===== src/rtl/regfile_pkg.sv =====
// Shared register-file writeback types and constants used by every writeback
// producer and by the write-port arbiter.
package regfile_pkg;

    localparam int unsigned XLEN     = 64;
    localparam int unsigned REG_AW   = 5;
    localparam int unsigned NUM_REGS = 32;
    localparam logic [REG_AW-1:0] REG_ZERO = 5'd0;

    typedef struct packed {
        logic [REG_AW-1:0] rd;
        logic [XLEN-1:0]   data;
    } wb_req_t;

    // Successor of idx in a ring of n requesters.
    function automatic int unsigned rr_next(input int unsigned idx, input int unsigned n);
        return (idx + 32'd1 >= n) ? 32'd0 : idx + 32'd1;
    endfunction

endpackage


===== src/rtl/rr_arbiter.sv =====
// Combinational round-robin arbiter: scans requesters starting at ptr and
// grants the first one set; the owner holds and advances ptr.
module rr_arbiter
    import regfile_pkg::*;
#(
    parameter int unsigned N  = 3,
    parameter int unsigned PW = (N > 1) ? $clog2(N) : 1
) (
    input  logic [N-1:0]  req,
    input  logic [PW-1:0] ptr,
    input  logic          en,
    output logic [N-1:0]  gnt
);

    always_comb begin
        int unsigned idx;
        logic        found;
        gnt   = '0;
        found = 1'b0;
        idx   = 32'(ptr);
        for (int unsigned k = 0; k < N; k++) begin
            if (en && !found && req[PW'(idx)]) begin
                gnt[PW'(idx)] = 1'b1;
                found         = 1'b1;
            end
            idx = rr_next(idx, N);
        end
    end

endmodule


===== src/rtl/regfile_wb_arbiter.sv =====
// Shares the register-file write port among NUM_REQ writeback requesters with
// round-robin valid/ready arbitration, a registered write stage and forwarding hits.
module regfile_wb_arbiter #(
    parameter int unsigned NUM_REQ = 3,
    parameter int unsigned XLEN    = regfile_pkg::XLEN,
    parameter int unsigned REG_AW  = regfile_pkg::REG_AW
) (
    input  logic                      clk,
    input  logic                      rst_n,
    input  logic [NUM_REQ-1:0]        req_valid_in,
    input  logic [NUM_REQ*REG_AW-1:0] req_reg_in,
    input  logic [NUM_REQ*XLEN-1:0]   req_data_in,
    output logic [NUM_REQ-1:0]        req_ready_out,
    input  logic                      stall_in,
    output logic                      write_en,
    output logic [REG_AW-1:0]         write_reg,
    output logic [XLEN-1:0]           write_data,
    input  logic [REG_AW-1:0]         reg_num_1_in,
    input  logic [REG_AW-1:0]         reg_num_2_in,
    output logic                      fwd_hit_1_out,
    output logic                      fwd_hit_2_out
);
    import regfile_pkg::*;

    localparam int unsigned PW = (NUM_REQ > 1) ? $clog2(NUM_REQ) : 1;

    logic [PW-1:0]      ptr;
    logic [NUM_REQ-1:0] gnt;
    logic               arb_en;
    logic               accept;
    logic [PW-1:0]      win;
    logic [REG_AW-1:0]  sel_reg;
    logic [XLEN-1:0]    sel_data;

    assign arb_en = rst_n & ~stall_in;

    rr_arbiter #(
        .N  (NUM_REQ),
        .PW (PW)
    ) u_arb (
        .req (req_valid_in),
        .ptr (ptr),
        .en  (arb_en),
        .gnt (gnt)
    );

    assign req_ready_out = gnt;
    assign accept        = |(gnt & req_valid_in);

    // Grant is one-hot, so OR-reducing the gated slices acts as the payload mux.
    always_comb begin
        win      = '0;
        sel_reg  = '0;
        sel_data = '0;
        for (int unsigned i = 0; i < NUM_REQ; i++) begin
            if (gnt[i]) begin
                win      = win | PW'(i);
                sel_reg  = sel_reg | req_reg_in[i*REG_AW +: REG_AW];
                sel_data = sel_data | req_data_in[i*XLEN +: XLEN];
            end
        end
    end

    // x0 writes still consume the grant and advance ptr; only write_en is suppressed.
    always_ff @(posedge clk) begin
        if (!rst_n) begin
            ptr        <= '0;
            write_en   <= 1'b0;
            write_reg  <= '0;
            write_data <= '0;
        end else if (accept) begin
            ptr        <= PW'(rr_next(32'(win), NUM_REQ));
            write_en   <= (sel_reg != REG_AW'(REG_ZERO));
            write_reg  <= sel_reg;
            write_data <= sel_data;
        end else begin
            write_en   <= 1'b0;
        end
    end

    assign fwd_hit_1_out = write_en && (write_reg == reg_num_1_in);
    assign fwd_hit_2_out = write_en && (write_reg == reg_num_2_in);

    assert property (@(posedge clk) $onehot0(req_ready_out));

    for (genvar g = 0; g < NUM_REQ; g++) begin : g_contract
        assert property (@(posedge clk) disable iff (!rst_n)
            (req_valid_in[g] && !req_ready_out[g]) |=>
                (req_valid_in[g]
                 && $stable(req_reg_in[g*REG_AW +: REG_AW])
                 && $stable(req_data_in[g*XLEN +: XLEN])));
    end

endmodule


===== config.mk =====
export PLATFORM = sky130hd
export DESIGN_NAME = regfile_wb_arbiter
export DESIGN_NICKNAME = d
export VERILOG_FILES = /design/src/rtl/regfile_pkg.sv /design/src/rtl/rr_arbiter.sv /design/src/rtl/regfile_wb_arbiter.sv
export SDC_FILE = /design/constraint.sdc
export NUM_CORES = 1
export LEC_CHECK = 0
export CAP_MARGIN = 40
export CORE_AREA = 2 2 115 117
export DETAILED_ROUTE_END_ITERATION = 16
export DIE_AREA = 0 0 117 119
export GPL_TIMING_DRIVEN = 0
export PLACE_DENSITY_LB_ADDON = 0.08
export SYNTH_ARGS = -nofsm -noshare
export SYNTH_HDL_FRONTEND = slang
export SYNTH_SLANG_ARGS = --single-unit

===== constraint.sdc =====
create_clock -name clk -period 2.8 [get_ports clk]
set_input_delay 0.56 -clock clk [delete_from_list [all_inputs] [get_ports clk]]
set_output_delay 0.56 -clock clk [all_outputs]
set_load 0.02 [all_outputs]

==> impl_metrics.py, run 1 <==
metrics = {
    "power": {
        "total_power_mw": 3.16,
        "p_int_mw": 2.31,
        "p_sw_frac": 0.271,
        "clkPwrFrac": 0.343,
        "vdd_drop_max_v": 0.000240,
        "power.density_mw_per_mm2": 465,
        "comb_power_share": 0.288,
        "p_leak_nw": 2.48,
        "switchingPower_mw": 0.858,
        "seqPwrFrac": 0.369,
    },
    "drt": {
        "final_antenna_net_count": 0,
        "avgViaCountPerCell": 5.16,
        "first_pass_iters": 9,
        "wirelength_mm": 15.7,
        "vias": 4387,
        "drt_iter0_markers": 379,
        "wl_per_cell_um": 18.4,
        "route.detailed.drc": 0,
    },
    "layout": {
        "drive_above_1_share": 0.0607,
        "syn2layout_area_growth_pct": 105,
        "final_nets": 893,
        "largest_reg_flops": 64,
        "fill_cells": 1240,
        "num_antenna_cells": 0,
    },
    "sta": {
        "fin_crit_ps": 2720,
        "fin_ws_ps": 84.2,
        "relSlewSlack": 0.623,
        "fmax_mhz": 368,
        "fin_worst_skew_ps": 2.76,
        "final_max_slew_viol_count": 0,
        "finalHoldViolations": 0,
        "whs_ps": 536,
        "rsz0062_at_grt": "no",
        "setup_viol": 0,
        "fin_crit_sh": 0.970,
        "tightest_slew_ps": 565,
    },
    "grt": {
        "grt_pass1_vias": 4468,
        "track_usage": 0.214,
        "overflow": 0,
        "antenna_found_initial": 0,
        "grt_max_degree": 20,
        "grt_first_pass_wirelength_mm": 23.0,
    },
    "clock_network": {
        "cts_made_buffers": 9,
        "cts_tree": "yes",
        "clk-insertion-delay-late_ps": 330,
        "clkSinkCount": 72,
        "clock_path_buffers": 2,
        "post_cts_buffers": 0,
        "clkTransAtPathRegs_ps": 60,
        "cts_hold_buf": 0,
        "htree_levels": 3,
        "ctsResizeCount": 8,
        "root_buffer": "clkbuf_16",
    },
    "critical_path": {
        "cp-end-kind": "output port",
        "slowest_delay_ps": 600,
        "cpMostUsedCell": "clkdlybuf4s50_1",
        "critPathKind": "in2out",
        "critPathRequiredTime_ps": 2240,
        "cp_slowest_cell": "clkdlybuf4s50_1",
        "arrival_ps": 2160,
        "endpoint": "fwd_hit_1_out",
        "worst-path-max-fanout": 1,
        "crit_start": "reg_num_1_in[1]",
        "cp_cell_sequence": "clkdlybuf4s50_1 > xor2_1 > nor4_1 > and3_1 > clkdlybuf4s50_1",
        "r2r_start": "ptr[1]$_SDFFE_PN0P_",
        "ff2ff_setup_slack_ps": 730,
        "r2r.worst_path.cells": 7,
        "crit_path_start_kind": "input port",
        "rr_endpoint": "write_en$_SDFF_PN0_",
    },
    "die": {
        "pin_count": 298,
        "die_area_mm2": 0.0139,
        "core_mm2": 0.0129,
        "rows": 42,
        "die_h_um": 119,
        "initial_core_util": 0.258,
        "die_width_um": 117,
    },
    "placement": {
        "place.gp.congestion": 0.764,
        "pre_cts_ws_ps": -571,
        "io_buffers": 296,
        "dp_hpwl_mm": 12.3,
    },
    "status": {
        "status": "finished clean",
    },
    "synthesis": {
        "synth.distinct_cells": 31,
        "avgSynthCellArea_um2": 9.13,
        "yosys_warnings": 0,
        "synth_area_mm2": 0.00332,
        "synth_nets": 587,
        "ys_ff_latch": 72,
        "ys_seq_area_frac": 0.434,
        "syn-instance-count": 364,
    },
    "min_path": {
        "hold_path.class": "reg2reg",
    },
    "run": {
        "drv_cap": 0,
    },
}
-- layer usage --
layer / part of all wire / track usage / vias to the layer above
met2: 0.50 / 0.391 / 213
li1: - / - / 2120
met5: 0 / 0 / -
met4: 0.011 / 0.0632 / 0
met3: 0.094 / 0.0580 / 13
met1: 0.39 / 0.239 / 2041
-- per-stage QoR --
| step | area, um2 | instances | utilization | setup TNS [ps] |
|---|---|---|---|---|
| 2_1_floorplan | 3320 | 364 | - | 0 |
| 5_1_grt | 6800 | 851 | 0.528 | 0 |
| 6_report | 6800 | 851 | 0.528 | 0 |
| 3_5_place_dp | 6510 | 836 | 0.505 | -1340 |
| 3_3_place_gp | 6510 | 836 | 0.505 | -1200 |
| 4_1_cts | 6790 | 851 | 0.528 | 0 |
-- area by class of cell --
cell class                      instances  area, um2  area share
Sequential cell                        72       1440       0.212
Multi-Input combinational cell        244       1660       0.245
Clock buffer                           13        270      0.0397
Tap cell                              176        220      0.0324
Buffer                                 46        221      0.0326
Inverter                                1       3.75    0.000552
Timing Repair Buffer                  296       2960       0.436
Clock inverter                          3       15.0     0.00221
-- layout by cell type, fill, tap and decap left out, drive strengths merged --
| cell | instances |
|---|---|
| dlymetal6s2s | 2 |
| a222oi | 67 |
| and2 | 2 |
| nor2b | 1 |
| nand3b | 1 |
| nor4 | 2 |
| a21boi | 2 |
| xnor2 | 2 |
| clkbuf | 40 |
| a211oi | 1 |
| clkinv | 3 |
| o2111a | 2 |
| o21ai | 67 |
| nand4 | 1 |
| clkdlybuf4s50 | 291 |
| inv | 1 |
| dfxtp | 72 |
| nor2 | 1 |
| a211o | 1 |
| buf | 20 |
| nand2b | 1 |
| a32o | 2 |
| a22o | 1 |
| nand2 | 3 |
| dlygate4sd2 | 1 |
| o21bai | 1 |
| nor3 | 2 |
| xor2 | 8 |
| nor3b | 1 |
| and3 | 2 |
| o21a | 3 |
| clkdlybuf4s15 | 1 |
| a21oi | 70 |
-- how the worst min path moves through the flow --
stage | start | to | slack [ps] | cells past startpoint
after floorplan | write_reg[2]$_SDFFE_PN0P_ | write_reg[2]$_SDFFE_PN0P_ | 570 | 2
after global placement | write_data[16]$_SDFFE_PN0P_ | write_data[16]$_SDFFE_PN0P_ | 520 | 2
after detailed placement | write_data[32]$_SDFFE_PN0P_ | write_data[32]$_SDFFE_PN0P_ | 530 | 2
after CTS | write_data[32]$_SDFFE_PN0P_ | write_data[32]$_SDFFE_PN0P_ | 540 | 2
after global routing | write_data[43]$_SDFFE_PN0P_ | write_data[43]$_SDFFE_PN0P_ | 570 | 2
final | write_reg[3]$_SDFFE_PN0P_ | write_reg[3]$_SDFFE_PN0P_ | 540 | 2
-- logic make-up (layout without fill, tap and decap cells) --
logic type,Yosys count,after routing,share of synthesized area
AOI/OAI and AO/OA,217,217,0.442
xor gates and xnor gates,10,10,0.0264
buffers and inverters,48,359,0.0659
DFF,72,72,0.434
and+or+nand+nor,17,17,0.0320
-- worst max-delay path: cells and delay by family --
kind	cells	cell delay [ps]
buf+inv	2	1020
simple gates	2	420
xor+xnor	1	150
-- cells in the mapped netlist --
library cell  instances  area (um2)
nor4_1                2        12.5
and2_1                1        6.26
inv_1                 1        3.75
a21boi_1              2        15.0
o21a_1                3        22.5
a222oi_1             67         671
a211oi_1              1        7.51
nor2b_4               1        13.8
and2_4                1        8.76
nor3_1                2        10.0
o21ai_0              67         335
buf_1                 1        3.75
a211o_1               1        8.76
buf_6                 2        22.5
nor3b_1               1        7.51
clkbuf_1             25        93.8
nand3b_1              1        7.51
and3_1                2        12.5
a32o_1                2        20.0
xnor2_1               2        17.5
o2111a_1              2        22.5
a21oi_1              70         350
buf_2                19        95.1
o21bai_1              1        7.51
nand4_1               1        6.26
xor2_1                8        70.1
nand2b_1              1        6.26
a22o_1                1        8.76
nand2_1               3        11.3
nor2_1                1        3.75
dfxtp_1              72        1440
-- power by group through the flow --
stage / sequential (mW) / combinational (mW) / clock (mW)
2_1_floorplan: 1.29 / 0.222 / 0
3_3_place_gp: 1.18 / 0.906 / 0
3_5_place_dp: 1.19 / 0.915 / 0
4_1_cts: 1.17 / 0.919 / 1.11
5_1_grt: 1.18 / 0.973 / 1.16
6_report: 1.17 / 0.912 / 1.09
No activity file was read; power rests on OpenSTA's default activity.
==> run 2, diff against run 1 <==
--- a/config.mk
+++ b/config.mk
@@ -6,9 +6,10 @@
 export NUM_CORES = 1
 export LEC_CHECK = 0
 export CAP_MARGIN = 40
-export CORE_AREA = 2 2 115 117
+export CORE_AREA = 3 3 116 118
+export CTS_CLUSTER_SIZE = 10
 export DETAILED_ROUTE_END_ITERATION = 16
-export DIE_AREA = 0 0 117 119
+export DIE_AREA = 0 0 119 121
 export GPL_TIMING_DRIVEN = 0
 export PLACE_DENSITY_LB_ADDON = 0.08
 export SYNTH_ARGS = -nofsm -noshare
==> run 2 against run 1 <==
  * Combinational power about the same
  * Critical endpoint is now req_ready_out[2]
  * Global-route usage down 0.47 points
  * Largest cell class unchanged
  * Design area hardly changed
  * Non-clock buffer count unchanged
==> impl_metrics.py, run 2 (synthesis results as in run 1) <==
metrics = {
    "die": {
        "rows": 41,
        "die_h_um": 121,
        "core_mm2": 0.0126,
        "die_width_um": 119,
        "initial_core_util": 0.264,
        "pin_count": 298,
        "die_area_mm2": 0.0144,
    },
    "drt": {
        "first_pass_iters": 9,
        "avgViaCountPerCell": 5.25,
        "drt_iter0_markers": 378,
        "wirelength_mm": 15.9,
        "final_antenna_net_count": 0,
        "wl_per_cell_um": 18.8,
        "vias": 4449,
        "route.detailed.drc": 0,
    },
    "critical_path": {
        "cp-end-kind": "output port",
        "critPathRequiredTime_ps": 2240,
        "cp_cell_sequence": "clkdlybuf4s50_1 > nor2_1 > a22o_1 > and2_1 > buf_6 > buf_2 > clkdlybuf4s15_2",
        "worst-path-max-fanout": 10,
        "critPathKind": "in2out",
        "cp_slowest_cell": "clkdlybuf4s50_1",
        "slowest_delay_ps": 460,
        "r2r.worst_path.cells": 8,
        "r2r_start": "ptr[1]$_SDFFE_PN0P_",
        "arrival_ps": 2160,
        "ff2ff_setup_slack_ps": 830,
        "crit_path_start_kind": "input port",
        "rr_endpoint": "write_data[32]$_SDFFE_PN0P_",
    },
    "min_path": {
        "hold_path.class": "reg2reg",
        "min_path_cells": 2,
        "hold_start": "write_data[10]$_SDFFE_PN0P_",
        "hold_path_end": "write_data[10]$_SDFFE_PN0P_",
    },
    "grt": {
        "antenna_found_initial": 0,
        "use_met3": 0.0858,
        "grt_first_pass_wirelength_mm": 24.1,
        "busiest_layer": "met2",
        "grt_max_degree": 20,
        "grt_pass1_vias": 4662,
        "track_usage": 0.210,
        "overflow": 0,
        "met1_usage": 0.224,
        "grtUsageMet2": 0.376,
    },
    "layout": {
        "multi_input_comb_area_mm2": 0.00166,
        "num_antenna_cells": 0,
        "final_cell_mix": "clkdlybuf4s50_1, dfxtp_1, a21oi_1",
        "final_common_cell": "clkdlybuf4s50_1",
        "post-route-cell-area_mm2": 0.00680,
        "final_nets": 893,
        "drive_above_1_share": 0.0563,
        "fin_util": 0.541,
        "fill_cells": 1188,
        "register_area_mm2": 0.00144,
        "syn2layout_area_growth_pct": 104,
        "largest_reg_flops": 64,
    },
    "sta": {
        "setup_viol": 0,
        "fin_worst_skew_ps": 4.11,
        "fin_crit_ps": 2720,
        "tightest_slew_ps": 549,
        "rsz0062_at_grt": "no",
        "fin_crit_sh": 0.972,
        "finalHoldViolations": 0,
        "final_max_slew_viol_count": 0,
        "fmax_mhz": 367,
        "final.setup.tns_ps": 0,
        "relSlewSlack": 0.634,
    },
    "power": {
        "switchingPower_mw": 0.859,
        "power.density_mw_per_mm2": 466,
        "clkPwrFrac": 0.344,
        "p_leak_nw": 2.48,
        "p_sw_frac": 0.271,
        "p_int_mw": 2.31,
        "comb_power_share": 0.288,
        "seqPwrFrac": 0.369,
        "vdd_drop_max_v": 0.000226,
    },
    "run": {
        "drv_cap": 0,
    },
    "clock_network": {
        "clkTransAtPathRegs_ps": 50,
        "clock_path_buffers": 2,
        "root_buffer": "clkbuf_16",
        "htree_levels": 3,
        "clk-insertion-delay-late_ps": 330,
        "clkSinkCount": 72,
        "cts_made_buffers": 9,
        "cts_tree": "yes",
    },
    "placement": {
        "place.gp.congestion": 0.799,
        "io_buffers": 296,
        "dp_hpwl_mm": 12.8,
        "dpl-instance-area_mm2": 0.00650,
    },
    "status": {
        "status": "finished clean",
    },
}
run 2: through the flow:
step / power [mW] / setup slack [ps] / std cells / hold WS, ps
finish: 3.17 / 77.7 / 847 / 541
global route: 3.31 / 27.0 / 847 / 566
CTS: 3.21 / 6.96 / 848 / 542
detailed placement: 2.10 / -541 / 832 / 527
global placement: 2.09 / -514 / 832 / 518
floorplan: 1.51 / 636 / 364 / 572
run 2: worst max-delay path by stage:
stage / start / to / slack [ps] / depth (start not counted)
after floorplan: rst_n / req_ready_out[1] / 640 / 5
after global placement: req_valid_in[2] / req_ready_out[1] / -510 / 6
after detailed placement: req_valid_in[2] / req_ready_out[1] / -540 / 6
after CTS: req_valid_in[1] / req_ready_out[0] / 7 / 6
after global routing: req_valid_in[1] / req_ready_out[2] / 30 / 7
final: req_valid_in[1] / req_ready_out[2] / 80 / 7
run 2: power groups by stage:
stage                     Sequential [mW]  Combinational [mW]  Clock, mW
after floorplan                      1.29               0.222          0
after global placement               1.18               0.904          0
after detailed placement             1.19               0.914          0
after CTS                            1.17               0.919       1.12
after global routing                 1.18               0.973       1.16
final                                1.17               0.912       1.09
run 2: final cells by class:
| cell class | instances | area share |
|---|---|---|
| repair buffers | 297 | 0.438 |
| multi-input cells | 244 | 0.245 |
| flip-flops and latches | 72 | 0.212 |
| clock buffers | 14 | 0.0403 |
| well taps | 172 | 0.0317 |
| plain buffers | 45 | 0.0311 |
| clock inverters | 2 | 0.00184 |
| inverters | 1 | 0.000552 |
run 2: critical path: cells and delay by family:
kind | cells | cell delay (ps)
and+or+nand+nor | 2 | 280
buffers and inverters | 4 | 1130
AOI/OAI and AO/OA | 1 | 180
run 2: routing by layer:
metal,wire length [um],vias to the layer above
li1,-,2111
met1,5850,2080
met2,8010,239
met3,1800,19
met4,276,0
met5,0,-
run 2: repair_timing:
| item | 4_1_cts | 5_1_grt |
|---|---|---|
| setup buffers | 1 | 0 |
| hold endpoints to repair | 0 | 0 |
| resized for setup | 7 | 2 |
| endpoints found under the setup margin | 3 | 3 |
| pin swaps | 1 | 0 |
| hold buffers | 0 | 0 |
==> run 3, diff against run 2 <==
--- a/config.mk
+++ b/config.mk
@@ -6,12 +6,13 @@
 export NUM_CORES = 1
 export LEC_CHECK = 0
 export CAP_MARGIN = 40
-export CORE_AREA = 3 3 116 118
+export CORE_AREA = 3 3 115 117
 export CTS_CLUSTER_SIZE = 10
 export DETAILED_ROUTE_END_ITERATION = 16
-export DIE_AREA = 0 0 119 121
+export DIE_AREA = 0 0 118 120
 export GPL_TIMING_DRIVEN = 0
 export PLACE_DENSITY_LB_ADDON = 0.08
 export SYNTH_ARGS = -nofsm -noshare
 export SYNTH_HDL_FRONTEND = slang
+export SYNTH_HIERARCHICAL = 1
 export SYNTH_SLANG_ARGS = --single-unit
==> run 3 against run 2 <==
  * Worst setup slack improved by 22 ps
  * Largest cell class unchanged
  * Routed wire length grew 2.7%
  * Fmax rose by 0.82%
  * Critical endpoint unchanged
  * Via count grew 1.0%
  * Largest power group is now the clock network
==> impl_metrics.py, run 3 <==
metrics = {
    "grt": {
        "met1_usage": 0.240,
        "grt_pass1_vias": 4617,
        "overflow": 0,
        "busiest_layer": "met2",
        "track_usage": 0.220,
        "grt_max_degree": 13,
        "grt_first_pass_wirelength_mm": 24.8,
        "grtUsageMet2": 0.411,
        "antenna_found_initial": 0,
        "use_met3": 0.0702,
    },
    "placement": {
        "dpl-instance-area_mm2": 0.00689,
        "pre_cts_ws_ps": -900,
        "place.gp.congestion": 0.819,
        "io_buffers": 296,
        "dp_hpwl_mm": 13.0,
    },
    "sta": {
        "fin_ws_ps": 100,
        "finalHoldViolations": 0,
        "rsz0062_at_grt": "no",
        "relSlewSlack": 0.636,
        "fin_crit_ps": 2700,
        "fmax_mhz": 370,
        "fin_worst_skew_ps": 4.92,
        "setup_viol": 0,
        "tightest_slew_ps": 546,
        "final_max_slew_viol_count": 0,
        "fin_crit_sh": 0.964,
    },
    "power": {
        "comb_power_share": 0.246,
        "power.density_mw_per_mm2": 439,
        "p_int_mw": 2.44,
        "clkPwrFrac": 0.404,
        "p_sw_frac": 0.238,
        "switchingPower_mw": 0.762,
        "vdd_drop_max_v": 0.000243,
        "seqPwrFrac": 0.350,
        "p_leak_nw": 3.43,
    },
    "drt": {
        "vias": 4495,
        "wl_per_cell_um": 19.2,
        "first_pass_iters": 8,
        "final_antenna_net_count": 0,
        "route.detailed.drc": 0,
        "wirelength_mm": 16.4,
        "avgViaCountPerCell": 5.26,
        "drt_iter0_markers": 337,
    },
    "critical_path": {
        "ff2ff_setup_slack_ps": 570,
        "critPathKind": "in2out",
        "crit_start": "req_valid_in[0]",
        "slowest_delay_ps": 580,
        "cp-end-kind": "output port",
        "endpoint": "req_ready_out[2]",
        "rr_endpoint": "write_en$_SDFF_PN0_",
        "critPathRequiredTime_ps": 2240,
        "cpMostUsedCell": "clkdlybuf4s50_1",
        "arrival_ps": 2140,
        "r2r.worst_path.cells": 8,
        "crit_path_start_kind": "input port",
        "worst-path-max-fanout": 6,
        "cp_slowest_cell": "clkdlybuf4s50_1",
        "r2r_start": "ptr[0]$_SDFFE_PN0N_",
        "cp_cell_sequence": "clkdlybuf4s50_1 > or2b_1 > a21oi_1 > nor2_1 > clkdlybuf4s50_1",
    },
    "synthesis": {
        "synth_nets": 589,
        "synthAdderAreaFrac": 0,
        "synthFlopType": "dfxtp_1",
        "ys_seq_area_frac": 0.390,
        "synth.distinct_cells": 24,
        "synthTopCellsByArea": "dfxtp_1, a222oi_1, o211a_1",
        "synth_top_area_share": 0.390,
        "yosys.area.top_type": "dfxtp_1",
        "synth_compound_area_frac": 0.391,
        "avgSynthCellArea_um2": 10.1,
        "synth_top_family_by_area": "compound AO/OA/AOI/OAI gates",
        "synth_edf_count": 0,
        "synth-simple-area-share": 0.149,
        "muxShareOfSynthArea": 0,
        "ys_ff_latch": 72,
        "synth_most_common_cell": "dfxtp_1",
        "syn-instance-count": 366,
        "synthArstFlopShare": 0,
        "synth_commonest_cells": "dfxtp_1, a222oi_1, o211a_1",
        "synth_area_mm2": 0.00370,
        "synth-xor-area-share": 0.0237,
        "yosys_warnings": 6,
    },
    "min_path": {
        "hold_start": "write_data[28]$_SDFFE_PN0N_",
        "hold_path.class": "reg2reg",
    },
    "layout": {
        "drive_above_1_share": 0.0674,
        "fill_cells": 1083,
        "final_cell_mix": "clkdlybuf4s50_1, dfxtp_1, a222oi_1, o211a_1, nand2b_1",
        "largest_reg_flops": 64,
        "syn2layout_area_growth_pct": 97.5,
        "num_antenna_cells": 0,
        "final_common_cell": "clkdlybuf4s50_1",
        "final_nets": 900,
        "post-route-cell-area_mm2": 0.00730,
    },
    "clock_network": {
        "clkSinkCount": 72,
        "clock_path_buffers": 2,
        "clk-insertion-delay-late_ps": 330,
        "cts_made_buffers": 9,
        "root_buffer": "clkbuf_16",
        "clkTransAtPathRegs_ps": 60,
        "htree_levels": 3,
        "cts_tree": "yes",
    },
    "die": {
        "pin_count": 298,
        "initial_core_util": 0.297,
        "die_area_mm2": 0.0142,
        "die_h_um": 120,
        "die_width_um": 118,
        "core_mm2": 0.0125,
        "rows": 41,
    },
    "run": {
        "drv_cap": 0,
    },
    "status": {
        "status": "finished clean",
    },
}
## run 3: cell count changes after synthesis, sizes merged, moves of 20 or more
cell | before | now
o21ai | 67 | 2
o211a | 0 | 70
clkbuf | 25 | 45
a21oi | 70 | 1
buf | 22 | 1
nand2b | 1 | 69
## run 3: how the worst min path moves through the flow
stage	cells after the start	slack, ps	to
CTS	1	500	write_data[12]$_SDFFE_PN0N_
global placement	1	480	write_data[40]$_SDFFE_PN0N_
finish	1	500	write_data[28]$_SDFFE_PN0N_
detailed placement	1	490	write_data[42]$_SDFFE_PN0N_
floorplan	2	500	ptr[1]$_SDFFE_PN0N_
global route	1	520	write_data[9]$_SDFFE_PN0N_
## run 3: cell families (layout without fill, tap and decap cells)
group	Yosys count	in the layout
flip-flops	72	72
buffers and inverters	46	362
XOR/XNOR	10	10
AND/OR/NAND/NOR	91	91
AO/OA/AOI/OAI	147	147
## run 3: cell type report
class | count | area, um2 | area share
multi-input cells | 248 | 2100 | 0.287
plain buffers | 46 | 209 | 0.0286
clock inverters | 6 | 108 | 0.0147
flip-flops and latches | 72 | 1440 | 0.197
clock buffers | 10 | 229 | 0.0314
well taps | 172 | 215 | 0.0295
repair buffers | 300 | 3000 | 0.411
## run 3: repair_timing
item / 4_1_cts / 5_1_grt
endpoints found under the setup margin: 74 / 76
resized for setup: 24 / 18
buffers inserted: 1 / 2
hold buffers: 0 / 0
pin swaps: 3 / 6
## run 3: per-stage QoR
stage	hold slack, ps	TNS, ps	utilization	total power, mW	instances
after floorplan	497	0	-	1.42	366
after global placement	478	-79420	0.552	1.91	834
after detailed placement	487	-58220	0.553	1.93	835
after CTS	501	0	0.583	3.23	852
after global routing	516	0	0.586	3.33	854
final	498	0	0.586	3.21	854
## run 3: critical path, delay by kind of cell
family,cells,cell delay [ps]
compound gates,1,120
buf+inv,2,1130
simple gates,2,320
## run 3: power groups by stage
stage,Combinational (mW),Sequential (mW),Clock (mW)
after floorplan,0.205,1.21,0
after global placement,0.774,1.14,0
after detailed placement,0.784,1.14,0
after CTS,0.793,1.12,1.32
after global routing,0.840,1.13,1.36
final,0.789,1.12,1.30
## run 3: routing by layer
metal	wire length (um)	share of wire
met1	6160	0.38
met2	8480	0.52
met3	1540	0.094
met4	181	0.011
met5	0	0
